<file path="config.mk">
export PLATFORM = sky130hd
export DESIGN_NAME = conv_load_sched_flat
export DESIGN_NICKNAME = d
export VERILOG_FILES = /design/src/rtl/conv_load_sched_if.sv /design/src/rtl/conv_load_sched.sv /design/src/flat_wrapper.sv
export SDC_FILE = /design/constraint.sdc
export NUM_CORES = 1
export LEC_CHECK = 0
export CAP_MARGIN = 10
export CORE_MARGIN = 3
export CORE_UTILIZATION = 40
export CTS_CLUSTER_SIZE = 20
export DETAILED_ROUTE_END_ITERATION = 10
export PLACE_DENSITY = 0.61
export SYNTH_ARGS = -nofsm -noshare
export SYNTH_HDL_FRONTEND = slang
export SYNTH_SLANG_ARGS = --single-unit
</file>
<file path="constraint.sdc">
create_clock -name clk -period 4.35 [get_ports clk]
set_input_delay 0.87 -clock clk [delete_from_list [all_inputs] [get_ports clk]]
set_output_delay 0.87 -clock clk [all_outputs]
set_load 0.01 [all_outputs]
</file>
<file path="src/rtl/conv_load_sched_if.sv">
// Control/handshake/SRAM bundle between the conv load scheduler and its core/memory.
// The scheduler uses the slave modport; the driver of start/abort/req uses master.
interface conv_load_sched_if;
  logic        start;
  logic        abort;
  logic [1:0]  req;
  logic [1:0]  ack;
  logic        inst_wload;
  logic        sfu_acc;
  logic        mem_CEN;
  logic        mem_WEN;
  logic [10:0] mem_A;
  logic        busy;
  logic        done;

  modport slave (
    input  start, abort, req,
    output ack, inst_wload, sfu_acc, mem_CEN, mem_WEN, mem_A, busy, done
  );

  modport master (
    output start, abort, req,
    input  ack, inst_wload, sfu_acc, mem_CEN, mem_WEN, mem_A, busy, done
  );
endinterface

</file>
<file path="src/rtl/conv_load_sched.sv">
// Sequences one convolution pass: per kij a weight block read, an activation window read,
// a flush and a settle gap; then one SFU accumulate pulse, a drain wait and a done pulse.
module conv_load_sched #(
  parameter int          LEN_NI       = 6,
  parameter int          LEN_NI_UNPAD = 4,
  parameter int          LEN_KI       = 3,
  parameter int          CHANNELS     = 8,
  parameter logic [10:0] W_BASE       = 11'h400,
  parameter int          SETTLE_CYC   = 20,
  parameter int          DRAIN_CYC    = 200
) (
  input  logic              clk,
  input  logic              reset,
  conv_load_sched_if.slave  bus
);
  localparam int KIJ_N   = LEN_KI * LEN_KI;
  localparam int CNT_MAX = (CHANNELS > SETTLE_CYC)
                         ? ((CHANNELS > DRAIN_CYC) ? CHANNELS : DRAIN_CYC)
                         : ((SETTLE_CYC > DRAIN_CYC) ? SETTLE_CYC : DRAIN_CYC);
  localparam int CW      = $clog2(CNT_MAX + 1);
  localparam int KW      = $clog2(KIJ_N + 1);
  localparam int KXW     = $clog2(LEN_KI + 1);
  localparam int PW      = $clog2(LEN_NI_UNPAD + 1);

  typedef enum logic [3:0] {
    IDLE, WREQ, WLOAD, XREQ, XLOAD, XFLUSH, SETTLE, ACC, DRAIN, DONE
  } state_e;

  state_e          state_q, state_d;
  logic [CW-1:0]   cnt_q, cnt_d;
  logic [KW-1:0]   kij_q, kij_d;
  logic [KXW-1:0]  kx_q, kx_d, ky_q, ky_d;
  logic [PW-1:0]   nx_q, nx_d, ny_q, ny_d;

  always_ff @(posedge clk or negedge reset) begin
    if (!reset) begin
      state_q <= IDLE;
      cnt_q   <= '0;
      kij_q   <= '0;
      kx_q    <= '0;
      ky_q    <= '0;
      nx_q    <= '0;
      ny_q    <= '0;
    end else begin
      state_q <= state_d;
      cnt_q   <= cnt_d;
      kij_q   <= kij_d;
      kx_q    <= kx_d;
      ky_q    <= ky_d;
      nx_q    <= nx_d;
      ny_q    <= ny_d;
    end
  end

  // cnt_q is a shared down-counter: oc in WLOAD, remaining cycles in XFLUSH/SETTLE/DRAIN
  always_comb begin
    state_d = state_q;
    cnt_d   = cnt_q;
    kij_d   = kij_q;
    kx_d    = kx_q;
    ky_d    = ky_q;
    nx_d    = nx_q;
    ny_d    = ny_q;
    unique case (state_q)
      IDLE: if (bus.start) begin
        state_d = WREQ;
        kij_d   = '0;
        kx_d    = '0;
        ky_d    = '0;
      end
      WREQ: if (bus.req[0]) begin
        state_d = WLOAD;
        cnt_d   = CW'(CHANNELS - 1);
      end
      WLOAD: if (cnt_q == '0) state_d = XREQ;
             else cnt_d = cnt_q - CW'(1);
      XREQ: if (bus.req[1]) begin
        state_d = XLOAD;
        nx_d    = '0;
        ny_d    = '0;
      end
      XLOAD: begin
        if (nx_q == PW'(LEN_NI_UNPAD - 1)) begin
          nx_d = '0;
          if (ny_q == PW'(LEN_NI_UNPAD - 1)) begin
            state_d = XFLUSH;
            cnt_d   = CW'(CHANNELS - 1);
          end else begin
            ny_d = ny_q + PW'(1);
          end
        end else begin
          nx_d = nx_q + PW'(1);
        end
      end
      XFLUSH: if (cnt_q == '0) begin
        state_d = SETTLE;
        cnt_d   = CW'(SETTLE_CYC - 1);
      end else cnt_d = cnt_q - CW'(1);
      SETTLE: begin
        if (cnt_q != '0) cnt_d = cnt_q - CW'(1);
        else if (kij_q == KW'(KIJ_N - 1)) state_d = ACC;
        else begin
          state_d = WREQ;
          kij_d   = kij_q + KW'(1);
          if (kx_q == KXW'(LEN_KI - 1)) begin
            kx_d = '0;
            ky_d = ky_q + KXW'(1);
          end else begin
            kx_d = kx_q + KXW'(1);
          end
        end
      end
      ACC: begin
        state_d = DRAIN;
        cnt_d   = CW'(DRAIN_CYC - 1);
      end
      DRAIN: if (cnt_q == '0) state_d = DONE;
             else cnt_d = cnt_q - CW'(1);
      DONE:    state_d = IDLE;
      default: state_d = IDLE;
    endcase
    if (bus.abort) begin
      state_d = IDLE;
      cnt_d   = '0;
      kij_d   = '0;
      kx_d    = '0;
      ky_d    = '0;
      nx_d    = '0;
      ny_d    = '0;
    end
  end

  logic [1:0]  ack;
  logic        inst_wload, sfu_acc, cen, done;
  logic [10:0] addr;

  // Pure state/counter decode so no input reaches an output combinationally
  always_comb begin
    ack        = '0;
    inst_wload = 1'b0;
    sfu_acc    = 1'b0;
    cen        = 1'b1;
    done       = 1'b0;
    addr       = '0;
    unique case (state_q)
      WREQ:  inst_wload = 1'b1;
      WLOAD: begin
        ack[0] = 1'b1;
        cen    = 1'b0;
        addr   = W_BASE + 11'(kij_q) * 11'(CHANNELS) + 11'(cnt_q);
      end
      XLOAD: begin
        ack[1] = 1'b1;
        cen    = 1'b0;
        addr   = (11'(ny_q) + 11'(ky_q)) * 11'(LEN_NI) + 11'(nx_q) + 11'(kx_q);
      end
      XFLUSH:  ack[1]  = 1'b1;
      ACC:     sfu_acc = 1'b1;
      DONE:    done    = 1'b1;
      default: ;
    endcase
  end

  assign bus.ack        = ack;
  assign bus.inst_wload = inst_wload;
  assign bus.sfu_acc    = sfu_acc;
  assign bus.mem_CEN    = cen;
  assign bus.mem_WEN    = 1'b1;
  assign bus.mem_A      = addr;
  assign bus.busy       = (state_q != IDLE);
  assign bus.done       = done;
endmodule

</file>
<file path="src/flat_wrapper.sv">
// flat-port wrapper written by rule: the top's interface ports become plain ports
module conv_load_sched_flat 
#(
  parameter int          LEN_NI       = 6,
  parameter int          LEN_NI_UNPAD = 4,
  parameter int          LEN_KI       = 3,
  parameter int          CHANNELS     = 8,
  parameter logic [10:0] W_BASE       = 11'h400,
  parameter int          SETTLE_CYC   = 20,
  parameter int          DRAIN_CYC    = 200
)
  (clk, reset, bus_start, bus_abort, bus_req, bus_ack, bus_inst_wload, bus_sfu_acc, bus_mem_CEN, bus_mem_WEN, bus_mem_A, bus_busy, bus_done);
  conv_load_sched_if bus_i ();
  input  logic clk;
  input  logic reset;
  input wire logic [$bits(bus_i.start)-1:0] bus_start;
  input wire logic [$bits(bus_i.abort)-1:0] bus_abort;
  input wire logic [$bits(bus_i.req)-1:0] bus_req;
  output wire logic [$bits(bus_i.ack)-1:0] bus_ack;
  output wire logic [$bits(bus_i.inst_wload)-1:0] bus_inst_wload;
  output wire logic [$bits(bus_i.sfu_acc)-1:0] bus_sfu_acc;
  output wire logic [$bits(bus_i.mem_CEN)-1:0] bus_mem_CEN;
  output wire logic [$bits(bus_i.mem_WEN)-1:0] bus_mem_WEN;
  output wire logic [$bits(bus_i.mem_A)-1:0] bus_mem_A;
  output wire logic [$bits(bus_i.busy)-1:0] bus_busy;
  output wire logic [$bits(bus_i.done)-1:0] bus_done;
  assign bus_i.start = bus_start;
  assign bus_i.abort = bus_abort;
  assign bus_i.req = bus_req;
  assign bus_ack = bus_i.ack;
  assign bus_inst_wload = bus_i.inst_wload;
  assign bus_sfu_acc = bus_i.sfu_acc;
  assign bus_mem_CEN = bus_i.mem_CEN;
  assign bus_mem_WEN = bus_i.mem_WEN;
  assign bus_mem_A = bus_i.mem_A;
  assign bus_busy = bus_i.busy;
  assign bus_done = bus_i.done;
  conv_load_sched #(.LEN_NI(LEN_NI), .LEN_NI_UNPAD(LEN_NI_UNPAD), .LEN_KI(LEN_KI), .CHANNELS(CHANNELS), .W_BASE(W_BASE), .SETTLE_CYC(SETTLE_CYC), .DRAIN_CYC(DRAIN_CYC)) u_core (.clk(clk), .reset(reset), .bus(bus_i));
endmodule
</file>
==> results of run 1 <==
-- per-stage QoR --
step | hold WS [ns] | instance area [sq um]
final | 0.517 | 2840
after floorplan | 0.468 | 2490
after CTS | 0.520 | 2820
after global routing | 0.544 | 2840
after global placement | 0.498 | 2760
after detailed placement | 0.505 | 2760
-- synthesized netlist by cell type (2+ instances only) --
cell type,instances,share of area
o21ai_0,15,0.030
a2111oi_1,2,0.0080
nor4_1,3,0.0075
or3b_2,3,0.011
a22o_1,3,0.011
nor2_1,24,0.036
or4_1,2,0.0060
xnor2_1,7,0.025
o211a_1,2,0.0080
clkbuf_1,8,0.012
o21a_1,2,0.0060
and3_1,2,0.0050
nor3_1,8,0.016
ha_1,23,0.12
nand3_1,5,0.010
mux2_2,2,0.0090
o22ai_1,7,0.018
dfrtp_1,26,0.26
xor2_1,3,0.011
a32o_1,3,0.012
a21o_1,5,0.015
buf_6,2,0.0090
conb_1,2,0.0030
a21oi_1,20,0.040
buf_2,3,0.0060
nor2b_1,4,0.010
fa_1,5,0.040
buf_4,5,0.015
nand2b_1,7,0.018
o2bb2ai_1,2,0.0070
a311oi_1,2,0.0070
inv_1,26,0.039
or3_1,4,0.010
o31ai_1,7,0.021
nand2_1,27,0.041
nand3b_1,5,0.015
-- timing repair --
action | in CTS | in global routing
buffers inserted | 1 | 1
endpoints found under the setup margin | 5 | 5
pin swaps | 0 | 1
gates resized for setup | 6 | 7
gates cloned | 0 | 0
hold endpoints to repair | 0 | 0
-- layout make-up --
class,instances,area share
Tap cell,75,0.0331
Clock buffer,4,0.0194
Timing Repair Buffer,32,0.0992
Sequential cell,26,0.229
Multi-Input combinational cell,229,0.583
Inverter,27,0.0357
-- cells by family (layout without fill, tap and decap cells) --
family          after synthesis  count (layout)
mux                           3               3
flops                        26              26
fa+ha+maj                    28              28
xor+xnor                     10              10
buf+inv                      45              63
compound gates               82              82
simple gates                104             104
other cells                   2               2
-- state kept, by name (all words and copies together), names as in the netlist --
register	flops
u_core.kij_q	4
u_core.cnt_q	8
u_core.ky_q	2
u_core.ny_q	3
u_core.nx_q	3
u_core.kx_q	2
u_core.state_q	4
-- path summary, 6_finish.rpt --
kind | start | endpoint | slack, ns | cells after the start
setup / recovery | u_core.ny_q[0]$_DFFE_PN0P_ | bus_mem_A[2] | 0.14 | 9
hold / removal | u_core.kx_q[1]$_DFFE_PN0P_ | u_core.kx_q[0]$_DFFE_PN0P_ | 0.52 | 1
setup reg to reg | u_core.state_q[3]$_DFFE_PN0P_ | u_core.cnt_q[4]$_DFFE_PN0P_ | 1.83 | 5
hold reg to reg | u_core.kx_q[1]$_DFFE_PN0P_ | u_core.kx_q[0]$_DFFE_PN0P_ | 0.52 | 1
max in group asynchronous | reset | u_core.nx_q[2]$_DFFE_PN0P_ | 3.13 | 2
min in group asynchronous | reset | u_core.state_q[1]$_DFFE_PN0P_ | 0.96 | 2
-- power breakdown --
group	switching, uW	leakage, uW	internal, uW
Sequential	28.9	0.000360	263
Combinational	296	0.000958	201
Clock	80.2	0.0000288	81.1
Total	405	0.00135	546
-- per-layer routing --
| metal | GRT usage | share of wire | vias to the layer above |
|---|---|---|---|
| met5 | 0 | 0 | - |
| met1 | 0.243 | 0.49 | 1058 |
| met2 | 0.283 | 0.47 | 35 |
| met3 | 0.0262 | 0.026 | 8 |
| met4 | 0.0561 | 0.019 | 0 |
| li1 | - | - | 1114 |
==> qor.csv, run 1 <==
stage,metric,value,unit
run_status,outcome,completed,
final_layout,ff_latch_area,651,sq um
power_and_ir_drop,p_per_area,335,mW/mm^2
clock_network,cts_tree,yes,
clock_network,cts_buffers,3,
global_route,grt_pass1_vias,2117,
timing,timing.final.crit_share,0.969,
drt,wl_per_cell,15.4,microns
timing,tightest_slew,0.634,ns
yosys,ys_types,60,
floorplanning,die_h,84.9,microns
timing,setup_viol,0,
timing,skew,0.00406,ns
floorplanning,dieArea,0.00721,sq mm
drt,vias,2215,
yosys,synthXorXnorAreaFrac,0.0352,
yosys,synth_top_family_by_area,compound AO/OA/AOI/OAI gates,
final_layout,finalNetCount,353,
final_layout,fin_cells,393,
floorplanning,io_pins,25,
timing,rsz0062_at_grt,false,
timing,final-hold-violation-count,0,
critical_path,cpPeakStageDelay,0.59,ns
final_layout,utilization,0.474,
place,dp_cells,387,
critical_path,cp_num_buf_inv,3,
worst_hold_path,hold_path.class,reg2reg,
place,place.gp.congestion,0.830,
floorplanning,core_area,0.00599,sq mm
final_layout,areaGrowthSynthToFinish,13.9,%
final_layout,multi_input_area,0.00166,sq mm
drt,postRouteAntennaNets,0,
final_layout,layout_common_cells,"27 x nand2_1, 26 x inv_1, 26 x dfrtp_1",
place,pre_cts_ws,-0.0328,ns
clock_network,clockBufferDepth,2,
power_and_ir_drop,power,951,uW
critical_path,worstPathRequired,3.48,ns
clock_network,h-tree-depth,1,
clock_network,postCtsHoldBufs,0,
clock_network,path_clk_slew,0.09,ns
critical_path,path_delay_family,adder cells,
place,port_buffers,22,
final_layout,fillers,594,
critical_path,worstSetupPathType,reg2out,
place,hpwlAfterDp,4660,microns
timing,setup_tns,0,ns
global_route,overflow,0,
global_route,antenna_found_initial,0,
yosys,synth_edf_count,0,
clock_network,cts.sinks,26,
timing,slew-limit-headroom,0.577,
timing,timing.final.ws_setup,0.136,ns
yosys,yosys.area_share.simple,0.220,
yosys,avgSynthCellArea,8.30,sq um
timing,slew_viol_final,0,
power_and_ir_drop,peakVddDrop,0.000192,V
global_route,grt_max_degree,27,
critical_path,crit_arrival,3.34,ns
final_layout,diodes,0,
yosys,syn_nets,334,
yosys,synth_warnings,0,
yosys,muxShareOfSynthArea,0.0131,
drt,wl,6050,microns
drt,initialDrtViolationCount,205,
floorplanning,rows,28,
timing,period_minus_slack,4.21,ns
critical_path,path_cells,ha_1 > inv_1 > fa_1 > inv_1 > ha_1 > ha_1 > fa_1 > a22o_1 > clkdlybuf4s50_1,
clock_network,cts_root_buf,clkbuf_8,
drt,drt_first_pass_iters,4,
yosys,postSynthCellCount,300,
drt,via_per_inst,5.64,
yosys,ys_async_sr_fraction,1.00,
flow_run,drv_cap,0,
critical_path,critPathCaptureType,output pin,
global_route,grtUsageTotal,0.176,
yosys,synth_seq_cells,26,
global_route,grt_pass1_wl,10300,microns
timing,fmax,237,MHz
critical_path,critPathLaunchType,flip-flop,
final_layout,final_common_cell,nand2_1,
floorplanning,start_util,0.416,
final_layout,layout-drive-gt1-share,0.0975,
drt,drc,0,
clock_network,insertion_delay,0.27,ns
floorplanning,die_width,84.9,microns
yosys,synth_compound_area_frac,0.229,
yosys,syn_area,0.00249,sq mm
yosys,ys_seq_area_frac,0.261,
yosys,synthAdderAreaFrac,0.156,
yosys,synth-main-ff-cell,dfrtp_1,
critical_path,worst-path-max-fanout,2,
power_and_ir_drop,p_leak,0.00135,uW
critical_path,cpMaxStageDelayCell,fa_1,
critical_path,cp_common_cell,ha_1,
(Power assumes the default switching activity.)
==> run 2, diff against run 1 <==
--- a/config.mk
+++ b/config.mk
@@ -10,7 +10,7 @@
 export CORE_UTILIZATION = 40
 export CTS_CLUSTER_SIZE = 20
 export DETAILED_ROUTE_END_ITERATION = 10
-export PLACE_DENSITY = 0.61
+export PLACE_DENSITY = 0.68
 export SYNTH_ARGS = -nofsm -noshare
 export SYNTH_HDL_FRONTEND = slang
 export SYNTH_SLANG_ARGS = --single-unit
==> run 2 against run 1 <==
Routed wire length decreased by 2.5%. Critical path depth increased by 4. Via count increased by 2.1%. Register-to-register slack got worse by 0.16 ns. Final cell count decreased by 0.76%. First-iteration DRC count decreased by 0.98%.
==> qor.csv, run 2 (synthesis gave the netlist of run 1 again) <==
stage,metric,value,unit
timing,timing.final.crit_share,0.968,
floorplanning,die_h,84.9,microns
clock_network,cts_root_buf,clkbuf_8,
place,port_buffers,22,
worst_hold_path,hold_path.class,reg2reg,
place,dp_cells,386,
power_and_ir_drop,p_comb_frac,0.464,
final_layout,areaGrowthSynthToFinish,12.8,%
drt,wl_per_cell,15.1,microns
final_layout,ff_latch_area,651,sq um
global_route,grt_max_degree,27,
power_and_ir_drop,p_int,575,uW
final_layout,layout-drive-gt1-share,0.0889,
power_and_ir_drop,p_sw_frac,0.413,
clock_network,cts.sinks,26,
floorplanning,start_util,0.416,
power_and_ir_drop,clock_power_share,0.208,
critical_path,crit_arrival,3.34,ns
global_route,grt_pass1_wl,10000,microns
timing,setup_tns,0,ns
final_layout,final_common_cell,nand2_1,
critical_path,critPathLaunchType,flip-flop,
drt,via_per_inst,5.80,
power_and_ir_drop,peakVddDrop,0.000200,V
floorplanning,die_width,84.9,microns
final_layout,largest_reg_flops,8,
global_route,grt_pass1_vias,2099,
critical_path,worstPathRequired,3.48,ns
timing,setup_viol,0,
floorplanning,dieArea,0.00721,sq mm
clock_network,insertion_delay,0.27,ns
final_layout,finalNetCount,350,
timing,final-hold-violation-count,0,
timing,period_minus_slack,4.21,ns
timing,fmax,237,MHz
final_layout,final_area,0.00281,sq mm
timing,slew_viol_final,0,
clock_network,cts_setup_buffers,0,
floorplanning,rows,28,
clock_network,cts_buffers,3,
power_and_ir_drop,p_leak,0.00135,uW
clock_network,h-tree-depth,1,
drt,wl,5900,microns
place,hpwlAfterDp,4490,microns
drt,postRouteAntennaNets,0,
final_layout,fin_cells,390,
timing,hold_slack,0.508,ns
drt,drt_first_pass_iters,5,
clock_network,path_clk_slew,0.10,ns
global_route,antenna_found_initial,0,
timing,slew-limit-headroom,0.588,
critical_path,worstSetupPathType,reg2out,
final_layout,diodes,0,
clock_network,cts_tree,yes,
run_status,outcome,completed,
global_route,grtUsageTotal,0.168,
global_route,overflow,0,
drt,drc,0,
final_layout,top_register,u_core.cnt_q,
floorplanning,core_area,0.00599,sq mm
timing,skew,0.00784,ns
floorplanning,io_pins,25,
final_layout,multi_input_area,0.00164,sq mm
place,place.gp.congestion,0.856,
power_and_ir_drop,switchingPower,405,uW
final_layout,reg_top3,"u_core.cnt_q (8), u_core.kij_q (4), u_core.state_q (4)",
place,placed_area,0.00275,sq mm
critical_path,critPathCaptureType,output pin,
flow_run,drv_cap,0,
power_and_ir_drop,p_per_area,349,mW/mm^2
final_layout,fillers,588,
drt,vias,2262,
critical_path,worst-path-max-fanout,4,
clock_network,postCtsHoldBufs,0,
power_and_ir_drop,pwr-share-seq,0.328,
final_layout,layout_common_cells,"27 x nand2_1, 26 x inv_1, 26 x dfrtp_1",
drt,initialDrtViolationCount,203,
timing,tightest_slew,0.618,ns
clock_network,clockBufferDepth,2,
timing,rsz0062_at_grt,true,
==> run 2: critical path: stages, from the launching register on <==
cell	delay (ns)
dfrtp_1	0.42
ha_1	0.22
inv_1	0.07
fa_1	0.45
inv_1	0.11
ha_1	0.17
inv_1	0.05
fa_1	0.48
inv_1	0.04
ha_1	0.33
a21oi_2	0.22
nor4_1	0.07
o31ai_1	0.26
clkbuf_2	0.18
==> run 2: layout make-up <==
type	instances	area share
clock inverter	1	0.0107
inverter	27	0.0361
sequential	26	0.232
tap	75	0.0334
multi-input combinational	229	0.583
clock buffer	3	0.0147
timing repair buffer	29	0.0904
==> run 2: routing by layer <==
metal,global-route usage,vias up,part of all wire
met3,0.0272,7,0.047
met5,0,-,0
li1,-,1109,-
met2,0.273,58,0.46
met4,0.0245,0,0.010
met1,0.241,1088,0.48
==> run 2: final timing paths <==
kind | cells past startpoint | slack (ns) | end | start
setup / recovery | 13 | 0.14 | bus_mem_A[6] | u_core.ny_q[0]$_DFFE_PN0P_
hold / removal | 1 | 0.51 | u_core.kx_q[0]$_DFFE_PN0P_ | u_core.kx_q[1]$_DFFE_PN0P_
setup reg to reg | 5 | 1.67 | u_core.cnt_q[4]$_DFFE_PN0P_ | u_core.state_q[1]$_DFFE_PN0P_
hold reg to reg | 1 | 0.51 | u_core.kx_q[0]$_DFFE_PN0P_ | u_core.kx_q[1]$_DFFE_PN0P_
max in group asynchronous | 2 | 3.12 | u_core.ky_q[0]$_DFFE_PN0P_ | reset
min in group asynchronous | 2 | 0.97 | u_core.state_q[3]$_DFFE_PN0P_ | reset
==> run 2: timing repair <==
action / in CTS / in global routing
endpoints found under the setup margin: 5 / 5
gates cloned: 0 / 0
resized for setup: 6 / 12
pin swaps: 0 / 2
hold endpoints to repair: 0 / 0
==> run 2: power by group through the flow <==
stage	Combinational (uW)	Sequential (uW)	Clock, uW
3_3_place_gp	441	323	0
6_report	454	321	204
5_1_grt	510	327	216
4_1_cts	451	319	208
3_5_place_dp	446	323	0
2_1_floorplan	373	286	0
==> run 2: through the flow <==
step	util	setup WS (ns)	power (uW)
after floorplan	-	0.570	658
after global placement	0.459	0.0882	765
after detailed placement	0.459	-0.000943	769
after CTS	0.471	0.0168	978
after global routing	0.469	-0.0471	1050
final	0.469	0.139	979
==> run 3, diff against run 2 <==
--- a/config.mk
+++ b/config.mk
@@ -10,7 +10,8 @@
 export CORE_UTILIZATION = 40
 export CTS_CLUSTER_SIZE = 20
 export DETAILED_ROUTE_END_ITERATION = 10
-export PLACE_DENSITY = 0.68
+export PLACE_DENSITY = 0.57
+export SLEW_MARGIN = 20
 export SYNTH_ARGS = -nofsm -noshare
 export SYNTH_HDL_FRONTEND = slang
 export SYNTH_SLANG_ARGS = --single-unit
==> run 3 against run 2 <==
Utilization up 0.54 points. First-iteration DRC count fell by 17%. Total power increased by 0.65%. Sequential power is essentially flat. Sequential share of layout area fell by 0.27 points. Global-route usage rose by 0.88 points. Largest power group unchanged.
==> qor.csv, run 3 (synthesis gave the netlist of run 1 again) <==
stage,metric,value,unit
floorplanning,io_pins,25,
final_layout,final_area,0.00284,sq mm
timing,setup_tns,0,ns
clock_network,cts_buffers,3,
place,port_buffers,22,
floorplanning,core_area,0.00599,sq mm
place,placed_area,0.00276,sq mm
global_route,grtUsageTotal,0.177,
final_layout,reg_top3,"u_core.cnt_q (8), u_core.kij_q (4), u_core.state_q (4)",
global_route,grt_pass1_wl,10500,microns
final_layout,ff_latch_area,651,sq um
drt,drt_first_pass_iters,4,
clock_network,insertion_delay,0.27,ns
final_layout,areaGrowthSynthToFinish,14.1,%
global_route,grt_max_degree,27,
power_and_ir_drop,clock_power_share,0.207,
final_layout,largest_reg_flops,8,
power_and_ir_drop,p_leak,0.00135,uW
critical_path,crit_arrival,3.35,ns
final_layout,layout_common_cells,"27 x nand2_1, 26 x inv_1, 26 x dfrtp_1",
drt,wl_per_cell,15.3,microns
floorplanning,die_width,84.9,microns
final_layout,layout-drive-gt1-share,0.101,
critical_path,worst-path-max-fanout,2,
timing,fmax,237,MHz
power_and_ir_drop,pwr-share-seq,0.329,
timing,final-hold-violation-count,0,
clock_network,postCtsHoldBufs,0,
drt,drc,0,
place,hpwlAfterDp,4650,microns
timing,hold_slack,0.542,ns
global_route,overflow,0,
clock_network,cts.sinks,26,
timing,period_minus_slack,4.22,ns
timing,tightest_slew,0.664,ns
global_route,grt_pass1_vias,2113,
power_and_ir_drop,p_sw_frac,0.412,
power_and_ir_drop,switchingPower,407,uW
floorplanning,start_util,0.416,
power_and_ir_drop,p_per_area,347,mW/mm^2
global_route,antenna_found_initial,0,
drt,via_per_inst,5.56,
floorplanning,die_h,84.9,microns
clock_network,cts_root_buf,clkbuf_8,
drt,initialDrtViolationCount,169,
timing,slew-limit-headroom,0.554,
timing,timing.final.crit_share,0.971,
timing,slew_viol_final,0,
drt,vias,2187,
final_layout,finalNetCount,353,
power_and_ir_drop,p_int,579,uW
critical_path,worstSetupPathType,reg2out,
power_and_ir_drop,peakVddDrop,0.000190,V
flow_run,drv_cap,0,
clock_network,cts_tree,yes,
clock_network,clockBufferDepth,2,
floorplanning,rows,28,
final_layout,top_register,u_core.cnt_q,
floorplanning,dieArea,0.00721,sq mm
final_layout,multi_input_area,0.00165,sq mm
drt,postRouteAntennaNets,0,
worst_hold_path,hold_path.class,reg2reg,
critical_path,critPathLaunchType,flip-flop,
timing,setup_viol,0,
final_layout,fillers,595,
clock_network,h-tree-depth,1,
place,place.gp.congestion,0.814,
drt,wl,6010,microns
final_layout,diodes,0,
critical_path,worstPathRequired,3.48,ns
critical_path,critPathCaptureType,output pin,
final_layout,final_common_cell,nand2_1,
timing,skew,0.00336,ns
clock_network,path_clk_slew,0.09,ns
critical_path,rrSetupSlack,1.77,ns
run_status,outcome,completed,
power_and_ir_drop,p_comb_frac,0.464,
run 3: worst paths after layout:
check                                              startpoint                             to  cells after the start
worst min-delay path               u_core.kx_q[1]$_DFFE_PN0P_     u_core.kx_q[0]$_DFFE_PN0P_                      1
min in group asynchronous                               reset  u_core.state_q[0]$_DFFE_PN0P_                      2
max in group asynchronous                               reset     u_core.ky_q[0]$_DFFE_PN0P_                      2
worst max-delay path               u_core.ky_q[0]$_DFFE_PN0P_                   bus_mem_A[2]                      9
worst min register to register     u_core.kx_q[1]$_DFFE_PN0P_     u_core.kx_q[0]$_DFFE_PN0P_                      1
worst max register to register  u_core.state_q[0]$_DFFE_PN0P_    u_core.cnt_q[4]$_DFFE_PN0P_                      6
run 3: timing repair:
item | 4_1_cts | 5_1_grt
resized for setup | 6 | 10
setup endpoints to repair | 5 | 5
buffers inserted | 0 | 2
pin swaps | 0 | 4
run 3: layer usage:
layer | vias up | GRT usage | part of all wire
met3 | 4 | 0.0252 | 0.035
met1 | 1039 | 0.255 | 0.49
met5 | - | 0 | 0
li1 | 1105 | - | -
met2 | 39 | 0.284 | 0.46
met4 | 0 | 0.0360 | 0.012
run 3: final cells by class:
cell class / count / share of cell area
repair buffers: 32 / 0.0964
well taps: 75 / 0.0330
clock buffers: 3 / 0.0145
clock inverters: 1 / 0.0106
multi-input cells: 229 / 0.581
flip-flops and latches: 26 / 0.229
inverters: 27 / 0.0357
run 3: power groups by stage:
| stage | sequential (uW) | clock, uW | combinational [uW] |
|---|---|---|---|
| final | 324 | 204 | 458 |
| after floorplan | 286 | 0 | 373 |
| after detailed placement | 328 | 0 | 453 |
| after global placement | 328 | 0 | 451 |
| after CTS | 323 | 210 | 455 |
| after global routing | 334 | 220 | 517 |
run 3: through the flow:
step	power, uW	setup WS, ns	instances	utilization
finish	986	0.127	393	0.474
CTS	988	0.0338	391	0.472
detailed placement	781	-0.00298	387	0.461
global placement	779	0.0811	387	0.461
global route	1070	-0.00447	393	0.474
floorplan	658	0.570	300	-
run 3: critical path, cell delays in order, from the launching register on:
cell and delay [ns]:
dfrtp_1 0.36, ha_1 0.16, inv_1 0.06, fa_1 0.55, inv_1 0.07, ha_1 0.29, ha_1 0.31, fa_1 0.60
a22o_1 0.14, clkdlybuf4s50_1 0.53
